[src/rtl/init_reset_sequencer.sv]
// Init/reset sequencer: synchronises device init-monitor flags, waits for them to be stable,
// then releases peripheral reset followed by CPU reset, and re-enters reset on any dropout.
module init_reset_sequencer #(
   parameter int SYNC_STAGES        = 2,
   parameter int STABLE_CYCLES      = 16,
   parameter int STAGE_DELAY        = 8,
   parameter int TIMEOUT_CYCLES     = 1000000,
   parameter int REQUIRE_BANK_CALIB = 1
) (
   input  logic       CLK,
   input  logic       RESETN,
   input  logic       FABRIC_POR_N,
   input  logic       DEVICE_INIT_DONE,
   input  logic       BANK_1_CALIB_STATUS,
   input  logic       PLL_LOCK,
   output logic       PERIPH_RESET_N,
   output logic       CPU_RESET_N,
   output logic       INIT_FAULT,
   output logic [1:0] STATE
);

   typedef enum logic [1:0] {
      WAIT_READY = 2'd0,
      REL_PERIPH = 2'd1,
      RUN        = 2'd2,
      HOLD       = 2'd3
   } state_t;

   localparam int STB_W = $clog2(STABLE_CYCLES + 1);
   localparam int DLY_W = $clog2(STAGE_DELAY + 1);
   localparam int TMO_W = $clog2(TIMEOUT_CYCLES + 1);

   localparam logic [STB_W-1:0] STB_LAST = STB_W'(STABLE_CYCLES - 1);
   localparam logic [STB_W-1:0] STB_ONE  = STB_W'(1);
   localparam logic [DLY_W-1:0] DLY_LAST = DLY_W'(STAGE_DELAY - 1);
   localparam logic [DLY_W-1:0] DLY_ONE  = DLY_W'(1);
   localparam logic [TMO_W-1:0] TMO_MAX  = TMO_W'(TIMEOUT_CYCLES);
   localparam logic [TMO_W-1:0] TMO_ONE  = TMO_W'(1);
   localparam logic             CALIB_REQ = (REQUIRE_BANK_CALIB != 0);

   logic [SYNC_STAGES-1:0] por_sync_q;
   logic [SYNC_STAGES-1:0] init_sync_q;
   logic [SYNC_STAGES-1:0] calib_sync_q;
   logic [SYNC_STAGES-1:0] pll_sync_q;
   logic                   all_ok_s;

   state_t           state_q, state_d;
   logic [STB_W-1:0] stable_q, stable_d;
   logic [DLY_W-1:0] dly_q, dly_d;
   logic [TMO_W-1:0] tmo_q, tmo_d;
   logic             fault_q, fault_d;
   logic             periph_q, periph_d;
   logic             cpu_q, cpu_d;

   assign all_ok_s = por_sync_q[SYNC_STAGES-1] & init_sync_q[SYNC_STAGES-1] &
                     pll_sync_q[SYNC_STAGES-1] & (calib_sync_q[SYNC_STAGES-1] | ~CALIB_REQ);

   // Input synchroniser chains, FSM state, counters and registered outputs.
   always_ff @(posedge CLK) begin
      if (!RESETN) begin
         por_sync_q   <= '0;
         init_sync_q  <= '0;
         calib_sync_q <= '0;
         pll_sync_q   <= '0;
         state_q      <= WAIT_READY;
         stable_q     <= '0;
         dly_q        <= '0;
         tmo_q        <= '0;
         fault_q      <= 1'b0;
         periph_q     <= 1'b0;
         cpu_q        <= 1'b0;
      end else begin
         por_sync_q   <= {por_sync_q[SYNC_STAGES-2:0], FABRIC_POR_N};
         init_sync_q  <= {init_sync_q[SYNC_STAGES-2:0], DEVICE_INIT_DONE};
         calib_sync_q <= {calib_sync_q[SYNC_STAGES-2:0], BANK_1_CALIB_STATUS};
         pll_sync_q   <= {pll_sync_q[SYNC_STAGES-2:0], PLL_LOCK};
         state_q      <= state_d;
         stable_q     <= stable_d;
         dly_q        <= dly_d;
         tmo_q        <= tmo_d;
         fault_q      <= fault_d;
         periph_q     <= periph_d;
         cpu_q        <= cpu_d;
      end
   end

   // Next-state logic; counters belonging to other states are held at zero.
   always_comb begin
      state_d  = state_q;
      stable_d = '0;
      dly_d    = '0;
      tmo_d    = '0;
      fault_d  = fault_q;
      case (state_q)
         WAIT_READY: begin
            if (tmo_q == TMO_MAX) begin
               tmo_d = tmo_q;
            end else begin
               tmo_d = tmo_q + TMO_ONE;
            end
            if (tmo_d == TMO_MAX) begin
               fault_d = 1'b1;
            end else begin
               fault_d = fault_q;
            end
            if (!all_ok_s) begin
               stable_d = '0;
            end else if (stable_q == STB_LAST) begin
               state_d = REL_PERIPH;
            end else begin
               stable_d = stable_q + STB_ONE;
            end
         end
         REL_PERIPH: begin
            // Dropout wins over the stage-delay terminal count.
            if (!all_ok_s) begin
               state_d = HOLD;
            end else if (dly_q == DLY_LAST) begin
               state_d = RUN;
            end else begin
               dly_d = dly_q + DLY_ONE;
            end
         end
         RUN: begin
            if (!all_ok_s) begin
               state_d = HOLD;
            end else begin
               state_d = RUN;
            end
         end
         HOLD: begin
            if (dly_q == DLY_LAST) begin
               state_d = WAIT_READY;
            end else begin
               dly_d = dly_q + DLY_ONE;
            end
         end
         default: begin
            state_d = WAIT_READY;
         end
      endcase
      periph_d = (state_d == REL_PERIPH) || (state_d == RUN);
      cpu_d    = (state_d == RUN);
   end

   assign PERIPH_RESET_N = periph_q;
   assign CPU_RESET_N    = cpu_q;
   assign INIT_FAULT     = fault_q;
   assign STATE          = state_q;

endmodule
[config.mk]
export PLATFORM = sky130hd
export DESIGN_NAME = init_reset_sequencer
export DESIGN_NICKNAME = d
export VERILOG_FILES = /design/src/rtl/init_reset_sequencer.sv
export SDC_FILE = /design/constraint.sdc
export NUM_CORES = 1
export LEC_CHECK = 0
export ABC_AREA = 1
export ABC_CLOCK_PERIOD_IN_PS = 1700
export BUFFER_PORTS_ARGS = -buffer_cell sky130_fd_sc_hd__buf_2
export CELL_PAD_IN_SITES_DETAIL_PLACEMENT = 1
export CELL_PAD_IN_SITES_GLOBAL_PLACEMENT = 2
export CORE_MARGIN = 3
export CORE_UTILIZATION = 34
export CTS_CLUSTER_SIZE = 8
export DETAILED_ROUTE_END_ITERATION = 7
export PLACE_DENSITY_LB_ADDON = 0.1
export RECOVER_POWER = 100
export SLEW_MARGIN = 0
export SYNTH_ARGS = -nofsm -noshare
export SYNTH_HDL_FRONTEND = slang
export SYNTH_SLANG_ARGS = --single-unit
[constraint.sdc]
create_clock -name CLK -period 1.7 [get_ports CLK]
set_input_delay 0.255 -clock CLK [delete_from_list [all_inputs] [get_ports CLK]]
set_output_delay 0.255 -clock CLK [all_outputs]
set_load 0.005 [all_outputs]
==> metrics.txt <==
CTS clk-pin slew, worst paths 0.08 ns; # diodes 0; Overflow after GRT 0; Unique masters post-synth 26; CTS tree yes; router iterations before antenna repair 4; Seq pwr share 0.469; post-route ant nets 0; worst skew pair latency about 0.3 ns; register area slightly below 900 µm²; Total Nets Final between 300 and 400; Worst Path Max Fanout 3; DRC violations left 0; #FFs+latches synth 42; endpoints failing setup 0; Fmax ~0.61 GHz; Tcrit/Tclk final 0.965; minimum clock period 1.64 ns; die width around 84 µm; Seq/Total Area, Yosys 0.410; Mapped Area 2050 µm²; Setup crit start kind register; Max Slew Vio Count 0; Final Hold Viols 0; gpl congestion between 0.8 and 0.9; drt total wl around 5500 µm; Clk pwr share 0.441; Starting Density 0.361; H-tree depth 2; Post-Syn Nets roughly 310; DP HPWL 4210 µm; first-pass GRT wire length about 9200 µm; setup TNS 0 ns; via/cell ratio 4.63; Setup CP Type register to register; CTS Buf Count 5; worst hold path type primary input to register; Max clock buf depth 2; initial antenna violation count 0; Switch Pwr around 520 µW; sw frac 0.236; core area between 5000 and 6000 µm²; worst vdd ir approximately 0.00043 V; # port buffers 10; Multi-input gate area ~1200 µm²; most frequent cells in the layout 59 x nand2_1, 58 x nor2_1, 50 x inv_1, 30 x dfxtp_1, 20 x buf_4; R2R setup slack just under 0.06 ns; root buf cell clkbuf_8; vias 1887; Hold Path Stages 3; Static Leak around 1.1 nW; Reg2Reg Depth 7; FP Rows 27; CP Capture Type register; CP arrival about 1.9 ns; syn_area_per_cell between 6 and 7 µm²; Detailed Route Iter0 Violations 64; Comb pwr share 0.090; number of global-route vias before repair approximately 2000; Slew @ Worst Pin between 0.4 and 0.5 ns; full die area roughly 7000 µm²; GRT Resource Usage Total 0.163; Max Cap Viol 0; Vert. Die Dim 83.6 µm; Ys Warns 0; Crit path required time just under 2 ns; area delta synth->final 31.3%; RSZ-0062 raised after global routing yes; fillers about 730; Top Ports 11; clk sinks 42; # hold bufs at CTS 0; status finished, final reports clean; Routed WL per cell ~13 µm; largest net degree at the start of global routing 21; cell count after synthesis 300; clock skew 0.00871 ns; P_int about 1.7 mW; share of layout cells above drive strength 1 0.268; PD cells approximately 800 nW/µm²; total chip power 2.21 mW; most common cell after layout, fill and taps aside nand2_1; Relative slew margins 0.681
==> flip-flops by register name, summed over array words and instances, names as in the netlist <==
register and cells:
tmo_q 20, calib_sync_q 2, CPU_RESET_N 1, PERIPH_RESET_N 1, dly_q 4, por_sync_q 2, stable_q 5, pll_sync_q 2
INIT_FAULT 1, init_sync_q 2, STATE 2
==> final cells by class <==
type | instances | area share
multi-input cells | 204 | 0.446
flip-flops and latches | 42 | 0.323
repair buffers | 31 | 0.0748
inverters | 51 | 0.0721
well taps | 72 | 0.0335
clock buffers | 5 | 0.0256
clock inverters | 3 | 0.0256
==> power by group through the flow <==
stage | Clock [mW] | Combinational, mW | Sequential (mW)
floorplan | 0 | 0.0989 | 1.06
global placement | 0 | 0.179 | 1.06
detailed placement | 0 | 0.179 | 1.06
CTS | 1.01 | 0.185 | 1.04
global route | 1.05 | 0.227 | 1.04
finish | 0.973 | 0.198 | 1.04
==> cells by family (layout without fill, tap and decap cells) <==
group / count (synthesis) / count (layout) / share of synthesized area
buf+inv: 54 / 90 / 0.0989
flops: 42 / 42 / 0.410
compound gates: 13 / 13 / 0.0391
xor+xnor: 13 / 13 / 0.0592
simple gates: 172 / 172 / 0.356
fa+ha+maj: 6 / 6 / 0.0366
==> path summary, 6_finish.rpt <==
path / start / endpoint
setup reg to reg: stable_q[0] / PERIPH_RESET_N
hold / removal: BANK_1_CALIB_STATUS / calib_sync_q[0]
hold reg to reg: pll_sync_q[0] / pll_sync_q[1]
setup / recovery: stable_q[0] / PERIPH_RESET_N
==> routing by layer <==
metal | GRT usage | part of all wire
met1 | 0.191 | 0.44
met2 | 0.296 | 0.52
met3 | 0.0375 | 0.028
met4 | 0.0439 | 0.0084
met5 | 0 | 0
==> critical path, stage by stage (launching register included) <==
cell and delay [ns]:
dfxtp_2 0.34, ha_1 0.21, nand2_1 0.09, nor2_1 0.05, ha_1 0.22, a311oi_2 0.32, ha_1 0.28, nor2_1 0.09
==> what timing repair did <==
item,in CTS,in global routing
buffers inserted,1,4
endpoints found under the setup margin,2,2
gates resized for setup,6,59
pin swaps,3,23
==> synthesized netlist by cell type, drive strengths merged <==
cell	count	area, µm²
clkbuf	3	11.3
o2111a	1	11.3
or2	1	6.26
ha	6	75.1
nand2	66	250
o211ai	1	7.51
xnor2	1	8.76
o21bai	1	7.51
dfxtp	42	841
xor2	12	113
a311oi	1	8.76
nor3b	2	15.0
nor2	73	292
nand3b	2	15.0
nand4	5	31.3
nand3	19	95.1
a21oi	6	30.0
nor3	4	25.0
o21ai	3	15.0
inv	51	191
==> through the flow <==
stage,cell area (µm²),setup slack [ns],cells,utilization,hold slack [ns]
floorplan,2050,0.197,300,-,0.353
global placement,2310,-0.0780,395,0.407,0.393
detailed placement,2310,-0.126,395,0.407,0.402
CTS,2470,-0.00856,404,0.436,0.118
global route,2690,-0.0577,408,0.474,0.127
finish,2690,0.0588,408,0.474,0.131
Note: power is estimated with default switching activity, not from simulation.
